`config.mk`:
```
export PLATFORM = sky130hd
export DESIGN_NAME = fm6126_config_rx
export DESIGN_NICKNAME = d
export VERILOG_FILES = /design/src/rtl/fm6126_config_rx.sv
export SDC_FILE = /design/constraint.sdc
export NUM_CORES = 1
export LEC_CHECK = 0
export BUFFER_PORTS_ARGS = -buffer_cell sky130_fd_sc_hd__buf_2
export CAP_MARGIN = 20
export CORE_AREA = 5 5 111 113
export DETAILED_ROUTE_END_ITERATION = 16
export DIE_AREA = 0 0 116 118
export PLACE_DENSITY = 0.59
export SYNTH_ARGS = -nofsm -noshare
export SYNTH_HDL_FRONTEND = slang
export SYNTH_SLANG_ARGS = --single-unit
```
`constraint.sdc`:
```
create_clock -name clk_in -period 3.4 [get_ports clk_in]
set_input_delay 0.68 -clock clk_in [delete_from_list [all_inputs] [get_ports clk_in]]
set_output_delay 0.68 -clock clk_in [all_outputs]
set_load 0.005 [all_outputs]
```
`src/rtl/fm6126_config_rx.sv`:
```
// FM6126 configuration receiver: classifies HUB75 latch pulses and captures REG12/REG13 writes.
// Latency: decode outputs register on the clk_in edge that sees latch fall; strobes last one cycle.
// Backpressure: none; the bus is observed passively and every latch pulse is decoded.
module fm6126_config_rx #(
  parameter int PANEL_WIDTH = 64
) (
  input  logic        clk_in,
  input  logic        reset,
  input  logic [2:0]  rgb1_in,
  input  logic [2:0]  rgb2_in,
  input  logic        latch_in,
  input  logic        pixclock_in,
  output logic [15:0] reg12_q,
  output logic [15:0] reg13_q,
  output logic        reg12_valid,
  output logic        reg13_valid,
  output logic        init_done,
  output logic        write_strobe,
  output logic        write_sel,
  output logic        data_latch_strobe,
  output logic [4:0]  latch_clocks,
  output logic        cmd_err,
  output logic        lane_err,
  output logic        len_err
);

  localparam logic [6:0] PW = 7'(PANEL_WIDTH);

  // Bus samples; armed blocks a pixclock already high at reset release from counting as an edge.
  logic        pix_q;
  logic        lat_q;
  logic        armed;

  // Segment state: shift register, segment length, latched-clock count, lane mismatch flag.
  logic [15:0] shreg;
  logic [6:0]  seg_cnt;
  logic [4:0]  lat_cnt;
  logic        seg_lane_bad;

  // Combinational next values and decode terms.
  logic        pix_edge;
  logic        lat_fall;
  logic        lanes_differ;
  logic [15:0] shreg_nxt;
  logic [6:0]  seg_cnt_nxt;
  logic [4:0]  lat_cnt_nxt;
  logic        lane_bad_nxt;
  logic [5:0]  cnt_f;
  logic [4:0]  cnt_sat;
  logic        is_data;
  logic        is_r12;
  logic        is_r13;
  logic        is_cand;
  logic        bad_len;
  logic        accept;

  // Edge detection and post-edge segment values (the edge in the falling cycle belongs to this segment).
  always_comb begin
    pix_edge     = armed & pixclock_in & ~pix_q;
    lat_fall     = lat_q & ~latch_in;
    lanes_differ = (|{rgb1_in, rgb2_in}) & ~(&{rgb1_in, rgb2_in});

    shreg_nxt    = shreg;
    seg_cnt_nxt  = seg_cnt;
    lat_cnt_nxt  = lat_cnt;
    lane_bad_nxt = seg_lane_bad;
    if (pix_edge) begin
      shreg_nxt = {rgb1_in[0], shreg[15:1]};
      if (lanes_differ) lane_bad_nxt = 1'b1;
      if (seg_cnt != 7'd127) seg_cnt_nxt = seg_cnt + 7'd1;
      if ((latch_in | lat_q) && lat_cnt != 5'd31) lat_cnt_nxt = lat_cnt + 5'd1;
    end

    cnt_f   = {1'b0, lat_cnt} + 6'(pix_edge & lat_q);
    cnt_sat = (cnt_f > 6'd31) ? 5'd31 : cnt_f[4:0];
    is_data = (cnt_f >= 6'd1) && (cnt_f <= 6'd3);
    is_r12  = (cnt_f == 6'd12);
    is_r13  = (cnt_f == 6'd13);
    is_cand = is_r12 | is_r13;
    bad_len = (seg_cnt_nxt != PW);
    accept  = lat_fall & is_cand & ~lane_bad_nxt & ~bad_len;
  end

  // Bus sampling and segment accumulation; a latch fall closes and clears the segment.
  always_ff @(posedge clk_in) begin
    if (reset) begin
      pix_q        <= 1'b0;
      lat_q        <= 1'b0;
      armed        <= 1'b0;
      shreg        <= '0;
      seg_cnt      <= '0;
      lat_cnt      <= '0;
      seg_lane_bad <= 1'b0;
    end else begin
      pix_q <= pixclock_in;
      lat_q <= latch_in;
      armed <= 1'b1;
      shreg <= shreg_nxt;
      if (lat_fall) begin
        seg_cnt      <= '0;
        lat_cnt      <= '0;
        seg_lane_bad <= 1'b0;
      end else begin
        seg_cnt      <= seg_cnt_nxt;
        lat_cnt      <= lat_cnt_nxt;
        seg_lane_bad <= lane_bad_nxt;
      end
    end
  end

  // Decode outputs: strobes for one cycle after the fall, registers and valid bits on accept.
  always_ff @(posedge clk_in) begin
    if (reset) begin
      reg12_q           <= '0;
      reg13_q           <= '0;
      reg12_valid       <= 1'b0;
      reg13_valid       <= 1'b0;
      write_strobe      <= 1'b0;
      write_sel         <= 1'b0;
      data_latch_strobe <= 1'b0;
      latch_clocks      <= '0;
      cmd_err           <= 1'b0;
      lane_err          <= 1'b0;
      len_err           <= 1'b0;
    end else begin
      write_strobe      <= accept;
      write_sel         <= accept & is_r13;
      data_latch_strobe <= lat_fall & is_data;
      cmd_err           <= lat_fall & ~is_data & ~is_cand;
      lane_err          <= lat_fall & is_cand & lane_bad_nxt;
      len_err           <= lat_fall & is_cand & bad_len;
      if (lat_fall) latch_clocks <= cnt_sat;
      if (accept && is_r12) begin
        reg12_q     <= shreg_nxt;
        reg12_valid <= 1'b1;
      end
      if (accept && is_r13) begin
        reg13_q     <= shreg_nxt;
        reg13_valid <= 1'b1;
      end
    end
  end

  // Init is complete once both configuration registers have been written.
  always_comb begin
    init_done = reg12_valid & reg13_valid;
  end

endmodule

```
Word level (Yosys, flattened, before mapping)
Cells that the tools add are included. W data, S select, Z words.

Input bits: 10. Word-level logic and storage cells: 68. Register bits after elaboration: 77.

Add/sub/neg operators: 3. Muxes and demuxes: 7. Reductions and logical operators: 8. Bitwise logic cells: 24. Magnitude comparators: 3. Equal/unequal tests: 5.

Operator list (number): $mux W16 (1); $and A1 B1 Y1 (15); $mux W7 (2); $ne A7 B7 Y1 const B (2); $eq A6 B4 Y1 const B (2); $add A7 B1 Y7 const B (1); $not A1 Y1 (7); $add A5 B1 Y6 (1); $ge A6 B1 Y1 const B (1); $gt A6 B5 Y1 const B (1); $le A6 B2 Y1 const B (1); $reduce_and A6 Y1 (1); $reduce_or A6 Y1 (1); $add A5 B1 Y5 const B (1); $mux W5 (1); $ne A5 B5 Y1 const B (1); $logic_and A1 B1 Y1 (4); $mux W1 (3); $or A1 B1 Y1 (2); $reduce_and A2 Y1 (1); $reduce_or A2 Y1 (1).

Logic depth before layout (Yosys ltp)
Word-level depth: 10. Depth in mapped cells: 12. Depth with buffers taken out: 9.

Worst setup path after synthesis
OpenSTA, ideal clock, no wires.

Path type: in2reg. Start: input port pixclock_in. End: register reg13_q[0]. Data arrival time: 3.180 ns. Library setup time: 0.123 ns. Stages on the path: 12. Slack: 0.097 ns. Buffers on the path: 3. Cells stage by stage: and3b_1 buf_4 clkbuf_1 and2_1 ha_1 ha_1 nor2b_1 a22oi_1 nor4_1 nand4_4 buf_6 mux2_1.

Longest elaborated chain between the ends: 10.

Ends and longest elaborated chain: from (decl) (line 12) `input logic pixclock_in,`; $and A1 B1 Y1 * (2 in series) (line 59) `pix_edge = armed & pixclock_in & ~pix_q;`; $and A1 B1 Y1 (line 74) `cnt_f = {1'b0, lat_cnt} + 6'(pix_edge & lat_q);`; $add A5 B1 Y6 (line 74); $eq A6 B4 Y1 (on tied branches) (line 77, 78); $or A1 B1 Y1 (line 79) `is_cand = is_r12 | is_r13;`; $and A1 B1 Y1 (3 in series) (line 81) `accept = lat_fall & is_cand & ~lane_bad_nxt & ~bad_len;`; $logic_and A1 B1 Y1 (line 137) `if (accept && is_r13) begin`; to (signal assigned) (line 138) `reg13_q <= shreg_nxt;`; to (decl) (line 14) `output logic [15:0] reg13_q,`.

Every way passes the cells marked *; elsewhere a longest branch is shown, timed or not. A chain may end at the register's enable or synchronous reset.

Worst setup path in the final report
Start: input port pixclock_in. End: register reg12_q[15].

Longest elaborated chain between the ends: 10.

Ends and longest elaborated chain: $and A1 B1 Y1 * (2 in series) (line 59); $and A1 B1 Y1 (line 74); $add A5 B1 Y6 (line 74); $eq A6 B4 Y1 (on tied branches) (line 77, 78); $or A1 B1 Y1 (line 79); $and A1 B1 Y1 (3 in series) (line 81); $logic_and A1 B1 Y1 (line 133) `if (accept && is_r12) begin`; to (signal assigned) (line 134) `reg12_q <= shreg_nxt;`; to (decl) (line 13) `output logic [15:0] reg12_q,`.

Marks and branches as above.

==> flow_summary.ini <==
[routing]
drcViolationCount = 0
firstDrtPassIters = 4
wl_per_cell_um = 13.5
drt_iter0_drc = 124
ant_nets = 0
vias = 2424
viasPerCell = 4.55
wirelength_mm = 7.21

[synth]
syn-cell-area_mm2 = 0.00328
synthFlopType = dfxtp_1
ys_seq_area_share_pct = 47.1
synth_edf_count = 0
ys_ff_latch = 77
ys_types = 44
syn_avg_cell_area_um2 = 9.87
syn_nets = 348
yosys_warnings = 0
synthCells = 332
synth_area_leaders = dfxtp_1 (47%), nor2b_1 (7.3%), nand2_1 (5.3%)
async_reset_ff_share_pct = 0
synth_top_area_cell = dfxtp_1
synth_top_area_share_pct = 47.1

[clocking]
cts_hold_buf = 0
clk_latency_ns = 0.34
cts_buffers = 9
clock_sinks = 77
htreeDepth = 3
root_buffer = clkbuf_16
post-cts-setup-buffers = 0
cts_tree = built
clk_pin_slew_worst_paths_ns = 0.06
clockBufferDepth = 2
post_cts_resized = 0

[pwr]
p_leak_nw = 1.73
powerDensity_mw_per_mm2 = 489
vdd_ir_drop_max_v = 0.000240

[sta]
clock.fmax_ghz = 0.336
fin_skew_ns = 0.00955
tightest_slew_ns = 0.663
final_hold_viol_count = 0
finalCritPeriodShare_pct = 87.6
rsz0062_at_grt = no
hold_slack_ns = 0.479
maxSlewViolCount = 0
setup_viol = 0
post-route-min-period_ns = 2.98
tns_ns = 0
slew_headroom_pct = 55.4

[global_routing]
grt_pass1_wl_mm = 11.8
grt_pass1_vias = 2418
overflow = 0
grt_start_max_net_pins = 31
grtUsageTotal_pct = 10.7
antenna_found_initial = 0

[cells_and_area]
final_common_cell = dfxtp_1
area_growth_pct = 21.4
fin_util_pct = 35.4
drive_gt1_share_pct = 26.7
diodes = 0
num-nets-final = 401
fin_area_mm2 = 0.00398
layout_common_cells = dfxtp_1 (77), buf_2 (55), nand2_1 (46), nor2b_1 (38), nor2_1 (26)

[die]
chipWidth_um = 116
core_mm2 = 0.0112
rows = 39
dieArea_mm2 = 0.0137
die_y_um = 118
start_util_pct = 29.2
io_pins = 56

[placement]
numPortBuffers = 55
dp_hpwl_mm = 5.08
routabilityCongestion = 0.815
place_area_mm2 = 0.00368

[worst_setup_path]
rrSetupSlack_ns = 0.52
crit_slowest_cell = nand4_4
reg2reg_from = armed$_DFF_P_
path_cells = buf_2 > and3b_1 > and2_1 > ha_1 > ha_1 > nor2b_1 > a22oi_1 > nor3_1 > nand4_4 > mux2_1
max_stage_delay_ns = 0.45
crit_required_ns = 3.62
crit_start = pixclock_in
ff2ff_path_depth = 9
cp.arrival_ns = 3.20
cp_max_fo = 17
worstSetupEndpointType = register
rr_endpoint = reg12_q[15]$_SDFFE_PP0P_
startpoint_type = input pin
endpoint = reg12_q[15]$_SDFFE_PP0P_
cp_common_cell = ha_1
crit_type = in2reg

[worst_hold_path]
hp-class = reg2reg

[run]
drv_cap = 0

[outcome]
outcome = finished clean
-- cell type report --
| cell class | instances | area [um^2] |
|---|---|---|
| clock buffer | 10 | 229 |
| sequential | 77 | 1540 |
| fill | 1170 | 7250 |
| multi-input combinational | 234 | 1640 |
| timing repair buffer | 59 | 305 |
| inverter | 4 | 15.0 |
| clock inverter | 6 | 70.1 |
| tap | 143 | 179 |
-- worst max-delay path, delay by kind of cell --
family	cells	cell delay (ns)
adder cells (fa/ha/maj)	2	0.36
AO/OA/AOI/OAI	1	0.14
buffers and inverters	1	0.13
multiplexers	1	0.44
AND/OR/NAND/NOR	5	1.46
-- through the flow --
stage,setup slack [ns],power (W),std cells
after detailed placement,0.0746,0.00101,517
after floorplan,0.0965,0.000982,332
after CTS,0.435,0.00197,533
after global placement,0.168,0.00101,517
final,0.420,0.00194,533
after global routing,0.177,0.00202,533
-- how the worst min path moves through the flow --
stage          cells after the start                          from                            to  slack (ns)
2_1_floorplan                      2  latch_clocks[4]$_SDFFE_PP0P_  latch_clocks[4]$_SDFFE_PP0P_        0.45
3_3_place_gp                       2  latch_clocks[4]$_SDFFE_PP0P_  latch_clocks[4]$_SDFFE_PP0P_        0.44
3_5_place_dp                       2      reg12_valid$_SDFFE_PP0P_      reg12_valid$_SDFFE_PP0P_        0.47
4_1_cts                            2      reg12_valid$_SDFFE_PP0P_      reg12_valid$_SDFFE_PP0P_        0.48
5_1_grt                            2      reg12_valid$_SDFFE_PP0P_      reg12_valid$_SDFFE_PP0P_        0.51
6_report                           2      reg12_valid$_SDFFE_PP0P_      reg12_valid$_SDFFE_PP0P_        0.48
-- Yosys cell counts, types with 2 or more instances --
library cell and n:
a21oi_1 21, a31oi_1 4, and2_1 2, and3_1 4
buf_1 3, buf_6 2, clkbuf_1 10, dfxtp_1 77
ha_1 6, inv_1 4, mux2_1 10, mux2_2 14
mux2_4 9, mux2i_1 4, nand2_1 46, nand3_1 2
nand4_1 4, nand4_4 2, nor2_1 26, nor2b_1 38
nor3_1 9, nor4_1 3, o21ai_0 3, o221ai_1 2
xnor2_1 3, xor2_1 6
-- routing by layer --
layer / up-vias / routed length, um / global-route usage, %
li1: 1239 / - / -
met1: 1114 / 3670 / 14.7
met2: 60 / 2990 / 15.5
met3: 11 / 440 / 3.55
met4: 0 / 116 / 3.92
met5: - / 0 / 0
-- sequential cells by signal (all words and copies together), names as in the netlist, 5 cells and up --
signal	count
reg12_q	16
latch_clocks	5
shreg	16
seg_cnt	7
reg13_q	16
lat_cnt	5
-- power breakdown --
| group | total, W | internal, W | switching (W) |
|---|---|---|---|
| sequential | 0.000916 | 0.000909 | 0.00000694 |
| clock | 0.000958 | 0.000574 | 0.000384 |
| combinational | 0.0000701 | 0.0000239 | 0.0000462 |
-- logic make-up after synthesis --
| logic type | count (synthesis) | synth area share, % |
|---|---|---|
| AND/OR/NAND/NOR | 146 | 24.5 |
| flip-flops | 77 | 47.1 |
| multiplexers | 37 | 13.6 |
| AO/OA/AOI/OAI | 36 | 7.14 |
| buffers and inverters | 21 | 3.02 |
| XOR/XNOR | 9 | 2.41 |
| adder cells (fa/ha/maj) | 6 | 2.29 |
Note: power is estimated with default switching activity, not from simulation.
